==> config.mk <==
export PLATFORM = sky130hd
export DESIGN_NAME = lstm_gate_scheduler
export DESIGN_NICKNAME = d
export VERILOG_FILES = /design/src/rtl/rnn_pkg.sv /design/src/rtl/lstm_gate_scheduler_mac_addr_gen.sv /design/src/rtl/lstm_gate_scheduler.sv
export SDC_FILE = /design/constraint.sdc
export NUM_CORES = 1
export LEC_CHECK = 0
export ABC_AREA = 1
export BUFFER_PORTS_ARGS = -buffer_cell sky130_fd_sc_hd__buf_2
export CORE_MARGIN = 10
export CORE_UTILIZATION = 43
export DETAILED_ROUTE_END_ITERATION = 8
export GPL_TIMING_DRIVEN = 0
export PLACE_DENSITY = 0.72
export SKIP_LAST_GASP = 1
export SLEW_MARGIN = 10
export SYNTH_ARGS = -nofsm -noshare
export SYNTH_HDL_FRONTEND = slang
export SYNTH_SLANG_ARGS = --single-unit
==> constraint.sdc <==
create_clock -name clk -period 1.2 [get_ports clk]
set_input_delay 0.3 -clock clk [delete_from_list [all_inputs] [get_ports clk]]
set_output_delay 0.3 -clock clk [all_outputs]
set_load 0.005 [all_outputs]
==> src/rtl/rnn_pkg.sv <==
// -----------------------------------------------------------------------------
// rnn_pkg
// Shared definitions for the RNN layer control blocks.
//   state_e      : scheduler FSM state encoding (IDLE..DONE = 0..5)
//   GATE_*       : gate matrix indices in processing order (i, f, o, c)
//   clog2 / max2 : integer helpers for deriving port and counter widths
// -----------------------------------------------------------------------------
package rnn_pkg;

  typedef enum logic [2:0] {
    IDLE  = 3'd0,
    CLEAR = 3'd1,
    ISSUE = 3'd2,
    DRAIN = 3'd3,
    WRITE = 3'd4,
    DONE  = 3'd5
  } state_e;

  localparam int GATE_I = 0;
  localparam int GATE_F = 1;
  localparam int GATE_O = 2;
  localparam int GATE_C = 3;

  // Ceiling log2; clog2(1) = 0.
  function automatic int clog2(input int value);
    int res;
    int v;
    res = 0;
    v   = value - 1;
    while (v > 0) begin
      res = res + 1;
      v   = v >> 1;
    end
    return res;
  endfunction

  function automatic int max2(input int a, input int b);
    return (a > b) ? a : b;
  endfunction

endpackage

==> src/rtl/lstm_gate_scheduler_mac_addr_gen.sv <==
// -----------------------------------------------------------------------------
// mac_addr_gen
// Column / gate counters for the gate scheduler and the derived memory
// addresses. The FSM in the parent decides when to clear or advance.
//   clk, reset   : clock, synchronous active-high reset
//   clr_i        : zero both counters (has priority over advancing)
//   col_adv_i    : step the column counter, wrapping NCOL-1 -> 0
//   gate_adv_i   : step the gate counter, wrapping NGATE-1 -> 0
//   col_o/gate_o : current counter values
//   last_col_o   : column counter is at NCOL-1
//   last_gate_o  : gate counter is at NGATE-1
//   x_addr_o     : input-vector element index (= col)
//   w_addr_o     : weight row address (= gate*NCOL + col)
// -----------------------------------------------------------------------------
module mac_addr_gen
  import rnn_pkg::*;
#(
  parameter int NCOL    = 16,
  parameter int NGATE   = 4,
  parameter int COL_W   = clog2(NCOL),
  parameter int GATE_W  = max2(1, clog2(NGATE)),
  parameter int WADDR_W = clog2(NGATE * NCOL)
) (
  input  logic               clk,
  input  logic               reset,
  input  logic               clr_i,
  input  logic               col_adv_i,
  input  logic               gate_adv_i,
  output logic [COL_W-1:0]   col_o,
  output logic [GATE_W-1:0]  gate_o,
  output logic               last_col_o,
  output logic               last_gate_o,
  output logic [COL_W-1:0]   x_addr_o,
  output logic [WADDR_W-1:0] w_addr_o
);

  logic [COL_W-1:0]  col_q,  col_d;
  logic [GATE_W-1:0] gate_q, gate_d;
  logic              last_col;
  logic              last_gate;

  assign last_col  = (col_q == COL_W'(NCOL - 1));
  assign last_gate = (gate_q == GATE_W'(NGATE - 1));

  always_comb begin
    col_d  = col_q;
    gate_d = gate_q;
    if (clr_i) begin
      col_d  = '0;
      gate_d = '0;
    end else begin
      if (col_adv_i) begin
        col_d = last_col ? '0 : col_q + COL_W'(1);
      end
      if (gate_adv_i) begin
        gate_d = last_gate ? '0 : gate_q + GATE_W'(1);
      end
    end
  end

  always_ff @(posedge clk) begin
    if (reset) begin
      col_q  <= '0;
      gate_q <= '0;
    end else begin
      col_q  <= col_d;
      gate_q <= gate_d;
    end
  end

  assign col_o       = col_q;
  assign gate_o      = gate_q;
  assign last_col_o  = last_col;
  assign last_gate_o = last_gate;
  assign x_addr_o    = col_q;
  // Both counters stay in range, so the sum never exceeds NGATE*NCOL-1.
  assign w_addr_o    = WADDR_W'(gate_q) * WADDR_W'(NCOL) + WADDR_W'(col_q);

endmodule

==> src/rtl/lstm_gate_scheduler.sv <==
// -----------------------------------------------------------------------------
// lstm_gate_scheduler
// Steps the shared MAC array through the NGATE gate matrix-vector products of
// one LSTM timestep: clear accumulators, stream NCOL columns, drain the MAC
// pipeline, then present the finished row downstream with valid/ready.
//   clk, reset  : clock, synchronous active-high reset
//   start       : begin a timestep (only looked at in IDLE)
//   busy        : high in every state except IDLE
//   done        : one-cycle pulse after the last gate result is accepted
//   src_valid   : input-vector element at x_addr is available
//   x_addr      : input-vector element index
//   w_addr      : weight row address = gate*NCOL + col
//   acc_clr     : zero all MAC accumulators
//   mac_en      : accumulate weight row x vector element this cycle
//   res_valid   : accumulators hold the finished gate result
//   res_gate    : gate index of the presented result
//   res_ready   : downstream accepts the result
// -----------------------------------------------------------------------------
module lstm_gate_scheduler
  import rnn_pkg::*;
#(
  parameter int NROW    = 16,
  parameter int NCOL    = 16,
  parameter int NGATE   = 4,
  parameter int MAC_LAT = 2,
  parameter int COL_W   = clog2(NCOL),
  parameter int GATE_W  = max2(1, clog2(NGATE)),
  parameter int WADDR_W = clog2(NGATE * NCOL)
) (
  input  logic               clk,
  input  logic               reset,
  input  logic               start,
  output logic               busy,
  output logic               done,
  input  logic               src_valid,
  output logic [COL_W-1:0]   x_addr,
  output logic [WADDR_W-1:0] w_addr,
  output logic               acc_clr,
  output logic               mac_en,
  output logic               res_valid,
  output logic [GATE_W-1:0]  res_gate,
  input  logic               res_ready
);

  localparam int DRAIN_W = max2(1, clog2(MAC_LAT));

  // Elaboration-time parameter sanity checks.
  if (NROW < 1) begin : g_bad_nrow
    $error("lstm_gate_scheduler: NROW must be >= 1");
  end
  if (NCOL < 2) begin : g_bad_ncol
    $error("lstm_gate_scheduler: NCOL must be >= 2");
  end
  if (NGATE < 1) begin : g_bad_ngate
    $error("lstm_gate_scheduler: NGATE must be >= 1");
  end
  if (MAC_LAT < 1) begin : g_bad_mac_lat
    $error("lstm_gate_scheduler: MAC_LAT must be >= 1");
  end

  state_e             state_q, state_d;
  logic [DRAIN_W-1:0] drain_q, drain_d;

  logic               ctr_clr;
  logic               col_adv;
  logic               gate_adv;
  logic [COL_W-1:0]   col_cur;
  logic [GATE_W-1:0]  gate_cur;
  logic               last_col;
  logic               last_gate;

  mac_addr_gen #(
    .NCOL    (NCOL),
    .NGATE   (NGATE),
    .COL_W   (COL_W),
    .GATE_W  (GATE_W),
    .WADDR_W (WADDR_W)
  ) u_addr_gen (
    .clk         (clk),
    .reset       (reset),
    .clr_i       (ctr_clr),
    .col_adv_i   (col_adv),
    .gate_adv_i  (gate_adv),
    .col_o       (col_cur),
    .gate_o      (gate_cur),
    .last_col_o  (last_col),
    .last_gate_o (last_gate),
    .x_addr_o    (x_addr),
    .w_addr_o    (w_addr)
  );

  always_ff @(posedge clk) begin
    if (reset) begin
      state_q <= IDLE;
      drain_q <= '0;
    end else begin
      state_q <= state_d;
      drain_q <= drain_d;
    end
  end

  always_comb begin
    state_d   = state_q;
    drain_d   = drain_q;
    busy      = 1'b1;
    done      = 1'b0;
    acc_clr   = 1'b0;
    mac_en    = 1'b0;
    res_valid = 1'b0;
    ctr_clr   = 1'b0;
    col_adv   = 1'b0;
    gate_adv  = 1'b0;

    case (state_q)
      IDLE: begin
        busy = 1'b0;
        if (start) begin
          ctr_clr = 1'b1;
          state_d = CLEAR;
        end
      end

      CLEAR: begin
        acc_clr = 1'b1;
        state_d = ISSUE;
      end

      ISSUE: begin
        // Only combinational input->output path: a column is consumed
        // exactly when the vector element is present.
        mac_en = src_valid;
        if (src_valid) begin
          col_adv = 1'b1;
          if (last_col) begin
            drain_d = DRAIN_W'(MAC_LAT - 1);
            state_d = DRAIN;
          end
        end
      end

      DRAIN: begin
        // Counts MAC_LAT-1 down to 0, i.e. MAC_LAT idle cycles in total.
        if (drain_q == '0) begin
          state_d = WRITE;
        end else begin
          drain_d = drain_q - DRAIN_W'(1);
        end
      end

      WRITE: begin
        res_valid = 1'b1;
        if (res_ready) begin
          if (last_gate) begin
            // Zero the counters so addresses read 0 in DONE and IDLE.
            ctr_clr = 1'b1;
            state_d = DONE;
          end else begin
            gate_adv = 1'b1;
            state_d  = CLEAR;
          end
        end
      end

      DONE: begin
        done    = 1'b1;
        state_d = IDLE;
      end

      default: begin
        state_d = IDLE;
      end
    endcase
  end

  assign res_gate = (state_q == WRITE) ? gate_cur : '0;

endmodule

==> impl_metrics.toml <==
[run_status]
status = "complete, but fails checks"
violations = "setup timing"

[worst_setup_path]
r2r_end = "state_q[0]"
critPathLaunch = "state_q[0]"
worstSetupPathType = "register to output pin"
r2r_setup_slack_ps = -60
end_kind = "output pin"
worstPathMaxFanout = 5
crit_arrival_ps = 1100
worstReg2RegStart = "state_q[2]"
startpoint_type = "register"
rr_worst_depth = 8
required_ps = 900

[yosys]
syn_inst = 93
yosys_register_bits = 10
synth.area.mux_share = 0
synth_top_family_by_area = "simple AND/OR/NAND/NOR gates"
synth_area_leaders = "dfxtp_1 (29%), nor2_1 (7.7%), nand2_1 (7.2%)"
synth_xor_area_frac = 0.0258
syn_area_sq_um = 679
ys_seq_area_frac = 0.295
avgSynthCellArea_sq_um = 7.31
synth_top_area_share = 0.295
synthDistinctLibCells = 25
synth_warnings = 0
synth_fa_ha_area_frac = 0.0368
synth_top_cell_by_area = "dfxtp_1"
syn-num-nets = 100
synth-simple-area-share = 0.438
synth_compound_area_frac = 0.0718

[power_and_ir_drop]
peakVddDrop_mv = 1.11
p_sw_frac = 0.410
internal-power_w = 0.00106
powerDensity_nw_per_um2 = 1600
p_switching_w = 0.000738
p_seq_frac = 0.271
clkPwrFrac = 0.179
combPwrFrac = 0.550
p_leak_nw = 0.528

[routing]
wirelength_mm = 2.12
drc_errors = 0
final_antenna_net_count = 0
post_drt_via_cell_ratio = 5.26
drt-wirelength-per-cell_microns = 14.5
drtPass1Iterations = 4
drt_iter0_markers = 11
vias = 768

[finish]
fill_cells = 110
area_growth_pct = 65.4
layout-drive-gt1-share = 0.631
fin_nets = 138
diodes = 0
post-route-util = 0.746
finalNonFillerCells = 146

[placement]
placed_cells = 130
post-place-ws_ps = -96.6
place_hpwl_mm = 1.23
io_buffer_count = 21
globalplace.congestion = 0.833

[timing]
rsz0062_at_grt = "yes"
hold_violations = 0
tightest_slew_ps = 193
post-route-period-util = 1.17
skew_ps = 12.5
setup_viol = 11
fin_ws_ps = -202
fmax_mhz = 713
slew_headroom = 0.871
fin_crit_ps = 1400
maxSlewViolCount = 0

[cts]
clockBufferDepth = 2
clk_pin_slew_ps = 60
cts-root-buf = "clkbuf_4"
clk_latency_ps = 280
cts_tree = "yes"
cts_made_buffers = 3
cts.sinks = 10
cts_max_level = 1

[floorplan]
row_count = 14
die_x_microns = 59.8
fp.dieH_microns = 59.8
start_util = 0.451
core_area_sq_um = 1510
die_area_sq_um = 3570
io_pins = 22

[min_path]
worstHoldPathCells = 2
min_to = "state_q[2]"
hold_path_class = "input pin to register"
min_from = "reset"

[job]
maxCapViolations = 0

[global_routing]
first_global_vias = 702
grt_use_total = 0.108
overflow = 0
grt_max_degree = 8
grt_pass1_wl_mm = 3.06
grt_antenna_before_repair = 0
==> Yosys cell counts <==
master,instances
o21ai_0,3
and2_1,1
nand3_4,1
buf_6,1
inv_4,1
nand3_1,8
nand2_2,2
nor3b_1,1
nand3b_1,2
nand3_2,3
a21oi_1,3
xor2_1,2
nand2_1,13
nor2_1,14
ha_1,2
nor2_2,3
buf_2,1
nor2_4,2
a21boi_1,1
buf_4,4
dfxtp_1,10
nor3_1,3
nand2_4,1
inv_1,10
o21bai_2,1
==> through the flow <==
stage | hold slack [ps] | area (sq um) | total power, W | TNS [ps]
6_report | 174 | 1120 | 0.00180 | -1210
3_3_place_gp | 475 | 810 | 0.00103 | -252
4_1_cts | 178 | 1020 | 0.00161 | -1300
2_1_floorplan | 372 | 684 | 0.000901 | 0
5_1_grt | 183 | 1120 | 0.00190 | -1890
3_5_place_dp | 474 | 810 | 0.00104 | -429
==> worst max path at each step <==
stage                     slack (ps)           to  cells after the start
after floorplan                   20   state_q[0]                      8
after global placement           -60   state_q[0]                      8
after detailed placement        -100   state_q[0]                      8
after CTS                       -200  res_gate[0]                      4
after global routing            -240  res_gate[1]                      4
final                           -200  res_gate[0]                      4
==> worst max-delay path, cell delays in order, from the launching register on <==
cell	delay, ps
dfxtp_4	370
nor2_4	160
nand2_4	90
nor2_2	90
buf_2	120
==> power groups by stage <==
stage | clock [W] | combinational [W] | sequential, W
6_report | 0.000321 | 0.000989 | 0.000488
5_1_grt | 0.000346 | 0.00106 | 0.000491
4_1_cts | 0.000323 | 0.000817 | 0.000474
3_5_place_dp | 0 | 0.000613 | 0.000431
3_3_place_gp | 0 | 0.000602 | 0.000431
2_1_floorplan | 0 | 0.000475 | 0.000426
==> cell families after synthesis <==
logic type	after synthesis
AOI/OAI and AO/OA	8
DFF	10
xor gates and xnor gates	2
adders and majority gates	2
buffers and inverters	17
and+or+nand+nor	54
==> timing repair <==
item / in CTS / in global routing
gates cloned: 0 / 0
pin swaps: 9 / 13
buffers inserted: 11 / 4
hold buffers: 0 / 0
resized for setup: 25 / 25
setup endpoints to repair: 12 / 18
==> metal layers <==
layer | vias to the layer above | GRT usage | wire (microns)
met4 | 0 | 0.0224 | 52
met1 | 363 | 0.101 | 727
met3 | 9 | 0.0508 | 167
met2 | 29 | 0.204 | 1170
met5 | - | 0 | 0
li1 | 367 | - | -
==> final cells by class <==
class | count | area [sq um] | share of cell area
Timing Repair Buffer | 36 | 264 | 0.235
Inverter | 11 | 43.8 | 0.0390
Multi-Input combinational cell | 66 | 508 | 0.452
Sequential cell | 10 | 221 | 0.197
Buffer | 3 | 30.0 | 0.0267
Tap cell | 16 | 20.0 | 0.0178
Clock buffer | 4 | 36.3 | 0.0323
==> flip-flops by register name, indices dropped and copies added, names as in the netlist <==
| register | count |
|---|---|
| drain_q | 1 |
| state_q | 3 |
| u_addr_gen.gate_o | 2 |
| u_addr_gen.col_o | 4 |
==> placed cells by master (no fill, tap or decap), types with 4 or more instances in the layout <==
| master | count |
|---|---|
| nand3_1 | 5 |
| nand2_1 | 11 |
| nor2_1 | 8 |
| nand2_4 | 4 |
| nor2_4 | 4 |
| buf_6 | 11 |
| inv_1 | 8 |
| dfxtp_4 | 5 |
| buf_4 | 12 |
| nor2_2 | 7 |
| nand3_4 | 5 |
| buf_2 | 16 |
Power figures use the tool's default switching activity.
